### config.mk
export PLATFORM = sky130hd
export DESIGN_NAME = seg7_scan_driver
export DESIGN_NICKNAME = d
export VERILOG_FILES = /design/src/rtl/seg7_pkg.sv /design/src/rtl/seg7_glyph_dec.sv /design/src/rtl/seg7_scan_driver.sv
export SDC_FILE = /design/constraint.sdc
export NUM_CORES = 1
export LEC_CHECK = 0
export ABC_AREA = 1
export BUFFER_PORTS_ARGS = -buffer_cell sky130_fd_sc_hd__buf_2
export CAP_MARGIN = 20
export CORE_MARGIN = 2
export CORE_UTILIZATION = 60
export CTS_BUF_LIST = sky130_fd_sc_hd__clkbuf_4 sky130_fd_sc_hd__clkbuf_8 sky130_fd_sc_hd__clkbuf_16
export DETAILED_ROUTE_END_ITERATION = 7
export MAX_ROUTING_LAYER = met4
export PLACE_DENSITY = 0.9
export SLEW_MARGIN = 0
export SYNTH_ARGS = -nofsm -noshare
export SYNTH_HDL_FRONTEND = slang
export SYNTH_SLANG_ARGS = --single-unit
### constraint.sdc
create_clock -name clk -period 4.6 [get_ports clk]
set_input_delay 0.69 -clock clk [delete_from_list [all_inputs] [get_ports clk]]
set_output_delay 0.69 -clock clk [all_outputs]
set_load 0.02 [all_outputs]
### src/rtl/seg7_pkg.sv
// Segment glyph constants (a..g, 0 = lit) and the code-to-glyph lookup shared by the scan driver.
// Pure combinational helpers; no latency, no flow control.
package seg7_pkg;

    localparam logic [6:0] SEG_0     = 7'b0000001;
    localparam logic [6:0] SEG_1     = 7'b1001111;
    localparam logic [6:0] SEG_2     = 7'b0010010;
    localparam logic [6:0] SEG_3     = 7'b0000110;
    localparam logic [6:0] SEG_4     = 7'b1001100;
    localparam logic [6:0] SEG_5     = 7'b0100100;
    localparam logic [6:0] SEG_6     = 7'b0100000;
    localparam logic [6:0] SEG_7     = 7'b0001111;
    localparam logic [6:0] SEG_8     = 7'b0000000;
    localparam logic [6:0] SEG_9     = 7'b0000100;
    localparam logic [6:0] SEG_A     = 7'b0001000;
    localparam logic [6:0] SEG_B     = 7'b1100000;
    localparam logic [6:0] SEG_C     = 7'b0110001;
    localparam logic [6:0] SEG_D     = 7'b1000010;
    localparam logic [6:0] SEG_E     = 7'b0110000;
    localparam logic [6:0] SEG_F     = 7'b0111000;
    localparam logic [6:0] SEG_BLANK = 7'h7F;

    // Codes 10-15 render blank unless hex is set.
    function automatic logic [6:0] seg7_glyph(input logic [3:0] code, input logic hex);
        logic [6:0] g;
        g = SEG_BLANK;
        case (code)
            4'h0: g = SEG_0;
            4'h1: g = SEG_1;
            4'h2: g = SEG_2;
            4'h3: g = SEG_3;
            4'h4: g = SEG_4;
            4'h5: g = SEG_5;
            4'h6: g = SEG_6;
            4'h7: g = SEG_7;
            4'h8: g = SEG_8;
            4'h9: g = SEG_9;
            4'hA: g = hex ? SEG_A : SEG_BLANK;
            4'hB: g = hex ? SEG_B : SEG_BLANK;
            4'hC: g = hex ? SEG_C : SEG_BLANK;
            4'hD: g = hex ? SEG_D : SEG_BLANK;
            4'hE: g = hex ? SEG_E : SEG_BLANK;
            4'hF: g = hex ? SEG_F : SEG_BLANK;
            default: g = SEG_BLANK;
        endcase
        return g;
    endfunction

endpackage

### src/rtl/seg7_glyph_dec.sv
// Combinational nibble-to-glyph decoder for the currently scanned digit.
// Zero latency; no flow control.
module seg7_glyph_dec
    import seg7_pkg::*;
(
    input  logic [3:0] code,
    input  logic       hex,
    output logic [6:0] glyph
);

    assign glyph = seg7_glyph(code, hex);

endmodule

### src/rtl/seg7_scan_driver.sv
// Multiplexed common-anode 7-segment scanner with per-frame shadow latch, LZ blanking and dead time.
// seg/an are registered (1 cycle after slot state); free-running, no backpressure.
module seg7_scan_driver
    import seg7_pkg::*;
#(
    parameter int NDIG     = 8,
    parameter int SLOT_CYC = 1000,
    parameter int DEAD_CYC = 4,
    parameter int HEX_EN   = 1
) (
    input  logic              clk,
    input  logic              rst,
    input  logic              en,
    input  logic              hex_mode,
    input  logic              blank_lz,
    input  logic [4*NDIG-1:0] data,
    input  logic [NDIG-1:0]   dp,
    output logic [7:0]        seg,
    output logic [NDIG-1:0]   an,
    output logic              frame_done
);

    localparam int CNT_W = $clog2(SLOT_CYC);
    localparam int IDX_W = (NDIG > 1) ? $clog2(NDIG) : 1;
    localparam logic [CNT_W-1:0] SLOT_LAST = CNT_W'(SLOT_CYC - 1);
    localparam logic [CNT_W-1:0] DEAD_END  = CNT_W'(DEAD_CYC);
    localparam logic [IDX_W-1:0] IDX_LAST  = IDX_W'(NDIG - 1);
    localparam logic [NDIG-1:0]  AN_ONE    = NDIG'(1);

    logic [CNT_W-1:0]     slot_cnt;
    logic [IDX_W-1:0]     idx;
    logic                 first_cyc;
    logic [NDIG-1:0][3:0] data_sh;
    logic [NDIG-1:0]      dp_sh;
    logic                 hex_sh;
    logic                 blz_sh;
    logic                 slot_end;
    logic                 frame_end;
    logic                 load_sh;
    logic [NDIG-1:0]      lz_mask;
    logic                 lz_run;
    logic [6:0]           glyph;
    logic [7:0]           seg_nxt;
    logic [NDIG-1:0]      an_nxt;

    assign slot_end   = (slot_cnt == SLOT_LAST);
    assign frame_end  = slot_end && (idx == IDX_LAST);
    assign load_sh    = frame_end || first_cyc;
    assign frame_done = frame_end;

    always_ff @(posedge clk or posedge rst) begin
        if (rst) begin
            slot_cnt  <= '0;
            idx       <= '0;
            first_cyc <= 1'b1;
        end else begin
            first_cyc <= 1'b0;
            if (slot_end) begin
                slot_cnt <= '0;
                idx      <= (idx == IDX_LAST) ? '0 : idx + IDX_W'(1);
            end else begin
                slot_cnt <= slot_cnt + CNT_W'(1);
            end
        end
    end

    // Shadow copy is only refreshed at frame boundaries so a frame never mixes old and new digits.
    always_ff @(posedge clk or posedge rst) begin
        if (rst) begin
            data_sh <= '0;
            dp_sh   <= '0;
            hex_sh  <= 1'b0;
            blz_sh  <= 1'b0;
        end else if (load_sh) begin
            data_sh <= data;
            dp_sh   <= dp;
            hex_sh  <= hex_mode;
            blz_sh  <= blank_lz;
        end
    end

    // A digit blanks only while every more-significant digit is also a blanked zero.
    always_comb begin
        lz_mask = '0;
        lz_run  = blz_sh;
        for (int i = NDIG - 1; i >= 1; i--) begin
            lz_run     = lz_run && (data_sh[i] == 4'h0);
            lz_mask[i] = lz_run;
        end
    end

    seg7_glyph_dec u_dec (
        .code  (data_sh[idx]),
        .hex   (hex_sh && (HEX_EN != 0)),
        .glyph (glyph)
    );

    always_comb begin
        seg_nxt = 8'hFF;
        an_nxt  = '1;
        if (en && (slot_cnt >= DEAD_END)) begin
            an_nxt  = ~(AN_ONE << idx);
            seg_nxt = {(lz_mask[idx] ? SEG_BLANK : glyph), ~dp_sh[idx]};
        end
    end

    always_ff @(posedge clk or posedge rst) begin
        if (rst) begin
            seg <= 8'hFF;
            an  <= '1;
        end else begin
            seg <= seg_nxt;
            an  <= an_nxt;
        end
    end

endmodule

; ---- Yosys cells after proc, flatten, opt, wreduce, memory -nomap -nowiden
; Cells that the tools add are included.
[op_classes]
n_addsub = 2
order_cmp = 2
eq_ne = 17
shift = 1
mux = 18
bitwise = 2
n_reduce_logical = 18
[ops]
columns = op, count
row1 = 7-bit case mux with 16 select lines, 1
row2 = 7-bit two-way mux, 5
row3 = 4-bit == test (second input constant), 8
row4 = 4-bit zero test, 8
row5 = 4-bit by 3-bit == test with 1-bit output (second input constant), 4
row6 = 8-bit two-way mux, 2
row7 = 4-bit binary-select mux with 3-bit select, 1
row8 = 10-bit by 1-bit adder with 10-bit output (second input constant), 1
row9 = 10-bit == test (second input constant), 1
row10 = 10-bit by 3-bit greater-or-equal comparator with 1-bit output (second input constant), 1
row11 = 10-bit two-way mux, 1
row12 = 1-bit logical AND, 9
row13 = 4-bit by 2-bit == test with 1-bit output (second input constant), 2
row14 = 8-bit inverter, 1
row15 = 1-bit by 3-bit left shift with 8-bit output (first input constant), 1
row16 = 1-bit binary-select mux with 3-bit select, 2
row17 = 6-bit two-way mux, 1
row18 = 5-bit two-way mux, 1
row19 = 4-bit by 1-bit == test with 1-bit output (second input constant), 1
row20 = 3-bit by 4-bit < comparator with 1-bit output (second input constant), 1
row21 = 4-bit two-way mux, 1
row22 = 3-bit by 1-bit adder with 3-bit output (second input constant), 1
row23 = 3-bit == test (second input constant), 1
row24 = 3-bit two-way mux, 1
row25 = other kinds (3), 4
[totals]
regBits = 72
input_bits = 45
out_inout_bits = 17

; ---- Depth between registers and ports, before layout
[logic_depth]
ltp_word = 12
ltp_mapped = 12
depth_no_buf = 11

; ---- By module
; Synthesis repeated with hierarchy kept, for this count alone.
[hier_totals]
cells_unflattened = 455
area_unflattened_um2 = 3613.5
[modules_own_cells]
columns = module, instances, cells_per_inst, area_each_um2, seq_area_each_um2
row1 = seg7_scan_driver, 1, 400, 3383.2, 1823.0
row2 = seg7_glyph_dec, 1, 55, 230.2, 0.0

; ---- Worst setup path after synthesis
; OpenSTA, ideal clock, no wires.
[synth_timing]
path_type = reg-to-output
from = register slot_cnt[0]
to = output port frame_done
arrival_time_ps = 1056
setup_slack_ps = 2854
path_stages_with_launch = 5
path_buffers = 0
path_cell_list = dfrtp_1 -> ha_1 -> and3_1 -> nand3_4 -> nor2_4
[synth_between]
elab_chain_cells = 2
[synth_rtl]
columns = element, line_no
row1 = "start, declared", seg7_scan_driver.sv:30  ; logic [CNT_W-1:0] slot_cnt;
row2 = "start signal, assigned", seg7_scan_driver.sv:62  ; slot_cnt <= slot_cnt + CNT_W'(1);
row3 = 10-bit == test, seg7_scan_driver.sv:46  ; assign slot_end = (slot_cnt == SLOT_LAST);
row4 = 1-bit logical AND, seg7_scan_driver.sv:47  ; assign frame_end = slot_end && (idx == IDX_LAST);
row5 = "end, declared", seg7_scan_driver.sv:20  ; output logic frame_done
; No other way between the ends.

; ---- Final worst setup path
[layout_timing]
from = register idx[0]
to = output port frame_done
[layout_between]
elab_chain_cells = 2
[layout_rtl]
columns = element, line_no
row1 = "start, declared", seg7_scan_driver.sv:31  ; logic [IDX_W-1:0] idx;
row2 = "start signal, assigned", seg7_scan_driver.sv:60  ; idx <= (idx == IDX_LAST) ? '0 : idx + IDX_W'(1);
row3 = 3-bit == test, seg7_scan_driver.sv:47
row4 = 1-bit logical AND, seg7_scan_driver.sv:47
; No other way between the ends.

==> impl.org <==
** Logic synthesis
- After synthesis, the mean cell area works out to 8.042 sq um.
- The number of different library cells used by synthesis comes to 31.
- Cell area after technology mapping :: between 3000 and 4000 sq um
- Share of synthesized area occupied by flip-flops and latches :: 0.4793
- The number of nets handed over by synthesis was roughly 530.
- Flops & latches, synth :: between 70 and 80
- Number of warning messages in the yosys log :: 0
- Post-synthesis instance total :: roughly 470

** Critical path
- Critical R2R Launch :: idx[0]
- In this run the worst path has a maximum fanout of 25.
- Critical path startpoint category :: register
- STA puts the critical path data arrival time at around 2.1 ns.
- On the critical path the largest part of the delay comes from flip-flops.
- Buffers & Inverters on Critical Path :: 2
- Counting cells, the worst reg-to-reg path comes to 7.
- End of the worst register-to-register path :: data_sh[16]
- Critical Path Sink Type :: output pin
- The critical path goes through ha_1 > ha_1 > inv_1 > nor2_4 > buf_2.
- CP Class :: reg -> out
- Critical path data required time :: between 3 and 4 ns
- CP max-delay cell :: sky130_fd_sc_hd__dfrtp_1
- Reg2Reg Setup Slack :: 1.85 ns
- Library cell appearing most often on the critical path :: sky130_fd_sc_hd__ha_1
- On the worst path, the slowest cell contributes a delay of around 0.86 ns.

** Final layout
- Synth-to-Final Area Change :: 14.05%
- Area of the multi-input gates :: around 1600 sq um
- Across the whole layout, storage elements account for 1823 sq um.
- Most used cells in the layout excluding fill and tap cells :: 134 x sky130_fd_sc_hd__nand2_1, 61 x sky130_fd_sc_hd__buf_2, 58 x sky130_fd_sc_hd__inv_1
- Counting the fill cells in the layout gives approximately 500.
- Count of antenna diodes in the layout :: 0
- The library cell used most frequently in the layout, excluding fill and tap cells, is sky130_fd_sc_hd__nand2_1.
- For this run, the post-layout net count is about 600.
- Post-route insts no fill :: about 610
- In the final layout, the share of cells above drive strength 1 is 0.2561.

** Global routing
- GR Layer Usage met3 :: 0.07814
- The first global-routing pass estimated between 10 and 15 mm of wire.
- Pin count of the biggest net entering global routing :: 85
- Via count of the first global-routing pass :: about 3300
- Across every metal layer, demand over resource in global routing totals 0.2675.
- For this run, global-route usage on met2 was measured as 0.4204.
- In the global route stage, met1 resource usage came out at 0.3180.
- Global-route layer with the greatest usage :: met2
- After global routing the overflow that remains totals 0.
- Antenna violations before repair :: 0

** Timing
- At the pin with the least slew margin, the transition time is 0.9176 ns.
- Setup repair after global routing missed its margin :: false
- The worst path needs 2.776 ns of the cycle, external delays included.
- Timing would allow up to ~360 MHz.
- Measured against its own limit, the worst slew margin works out to 0.3883.
- Setup violations remaining at the end of the flow were counted as 0.
- Summed over all failing endpoints, the final setup total negative slack is 0 ns.
- The final count of pins violating max slew is 0.
- Of the available clock period, the critical path in the final layout requires 0.6034.
- Between clock sinks in the finished design, the worst skew comes to around 0.014 ns.
- Setup slack on the critical path of the routed design comes to ~1.8 ns.
- The number of endpoints with negative hold slack in the final report came to 0.

** Run
- Max-cap violations in this run came to 0.

** CTS
- H-tree depth reported by CTS :: 3
- Register clock-pin slew on the reported worst setup and hold paths :: about 0.08 ns
- For this design, the sink count on the clock tree is a little over 70.
- Post-CTS setup repair buffer count :: 0
- The root buffer cell chosen for the clock tree is sky130_fd_sc_hd__clkbuf_8.
- Maximum clock path buffer count :: 2
- In this run, CTS created clock tree buffers numbering 9.
- TritonCTS built the clock tree.
- Clock latency at the later pin of the worst-skew pair :: between 0.3 and 0.4 ns
- # hold bufs at CTS :: 0
- Count of cells resized by post-cts repair :: 0

** Floorplanning
- Initial cell density of the core :: 0.6095
- Die ar. :: approximately 7000 sq um
- After floorplanning, the core was divided into 29 placement rows.
- Pin placement for this block handled 62 I/O pins.
- Die width :: 83.62 um
- The floorplan step set the die height to ~84 um.
- Core area :: 6241 sq um

** Drt
- Summed over all layers, the routed wires come to 8.481 mm.
- Post-DR vias/cell :: 5.364
- Via total after detailed routing :: 3283
- Detail-routed net length per standard cell :: 13.86 um
- Drt pass-1 iters :: 5
- The detail route stage leaves a number of antenna-violating nets equal to 0.
- Number of design-rule violations left by the first detailed-router iteration :: between 200 and 250
- In the routed design, unresolved DRC markers number 0.

** Placement
- At the placement stage, the worst setup path has a slack of 2.013 ns.
- Detailed placement HPWL :: between 5 and 6 mm
- Inst Count DP :: 595
- Number of buffers inserted by port buffering :: 61
- Routability-driven placement finished with a final weighted congestion of ~0.90.

** Worst hold path
- In this run the worst hold path is classified as in -> async.

** Power
- Ratio of total power to cell area :: 340.0 nW/um^2
- Worst vdd ir :: roughly 0.22 mV
- Reported leakage power :: 0.002211 uW

** Run status
- Status :: finished, final reports clean
## where the power goes
part	switching, uW	internal (uW)	total (uW)
combinational	134	67.1	201
clock	232	347	579
sequential	13.7	681	695
total	380	1100	1470
## cells in the mapped netlist (all sizes together)
cell	number	area [sq um]
ha	8	100.1
nand3	44	232.7
xor2	1	8.760
o2111ai	2	17.52
buf	15	118.9
dfrtp	55	1376
nor3b	1	7.510
dfstp	17	446.7
nor3	10	66.32
nor2	37	156.4
clkbuf	2	7.510
o21ai	53	340.3
and3	1	6.260
or2	1	8.760
nand4	8	50.05
conb	1	3.750
inv	63	236.5
a21oi	12	60.06
o211ai	1	7.510
nand2	141	551.8
## cell families (layout without fill, tap and decap cells)
family,Yosys count,in the layout,share of synthesized area
buffers and inverters,80,142,0.09540
AO/OA/AOI/OAI,68,68,0.1118
XOR/XNOR,1,1,0.002303
other,1,1,0.0009859
AND/OR/NAND/NOR,243,243,0.2839
adder cells (fa/ha/maj),8,8,0.02632
flip-flops,72,72,0.4793
## routing by layer
layer	wire length [um]	up-vias
li1	-	1616
met1	3543	1502
met2	4118	138
met3	577	27
met4	241	0
met5	0	-
## worst max-delay path by stage
stage,endpoint,slack (ns),start,cells after the start
5_1_grt,data_sh[16],1.63,idx[0],7
4_1_cts,frame_done,1.84,idx[0],5
3_3_place_gp,data_sh[13],2.16,idx[0],7
2_1_floorplan,blz_sh,2.11,rst,1
6_report,frame_done,1.82,idx[0],5
3_5_place_dp,data_sh[16],2.01,idx[0],7
## per-stage QoR
step | power [uW] | hold WS, ns | cell area (sq um) | utilization
final | 1475 | 0.3821 | 4338 | 0.6951
after global routing | 1538 | 0.3744 | 4338 | 0.6951
after CTS | 1481 | 0.5036 | 4318 | 0.6919
after detailed placement | 902.8 | 0.4930 | 4086 | 0.6548
after global placement | 894.8 | 0.4711 | 4086 | 0.6548
after floorplan | 847.4 | 0.4546 | 3804 | -
## cell type report
| class | count | share of cell area |
|---|---|---|
| Clock buffer | 13 | 0.03836 |
| Clock inverter | 3 | 0.01500 |
| Inverter | 63 | 0.05451 |
| Multi-Input combinational cell | 321 | 0.3729 |
| Sequential cell | 72 | 0.4202 |
| Tap cell | 77 | 0.02221 |
| Timing Repair Buffer | 63 | 0.07672 |
## state kept, by name, indices dropped and copies added, names as in the netlist
register   cells
seg            8
blz_sh         1
idx            3
first_cyc      1
hex_sh         1
dp_sh          8
an             8
data_sh       32
slot_cnt      10
No activity file was read; power rests on OpenSTA's default activity.
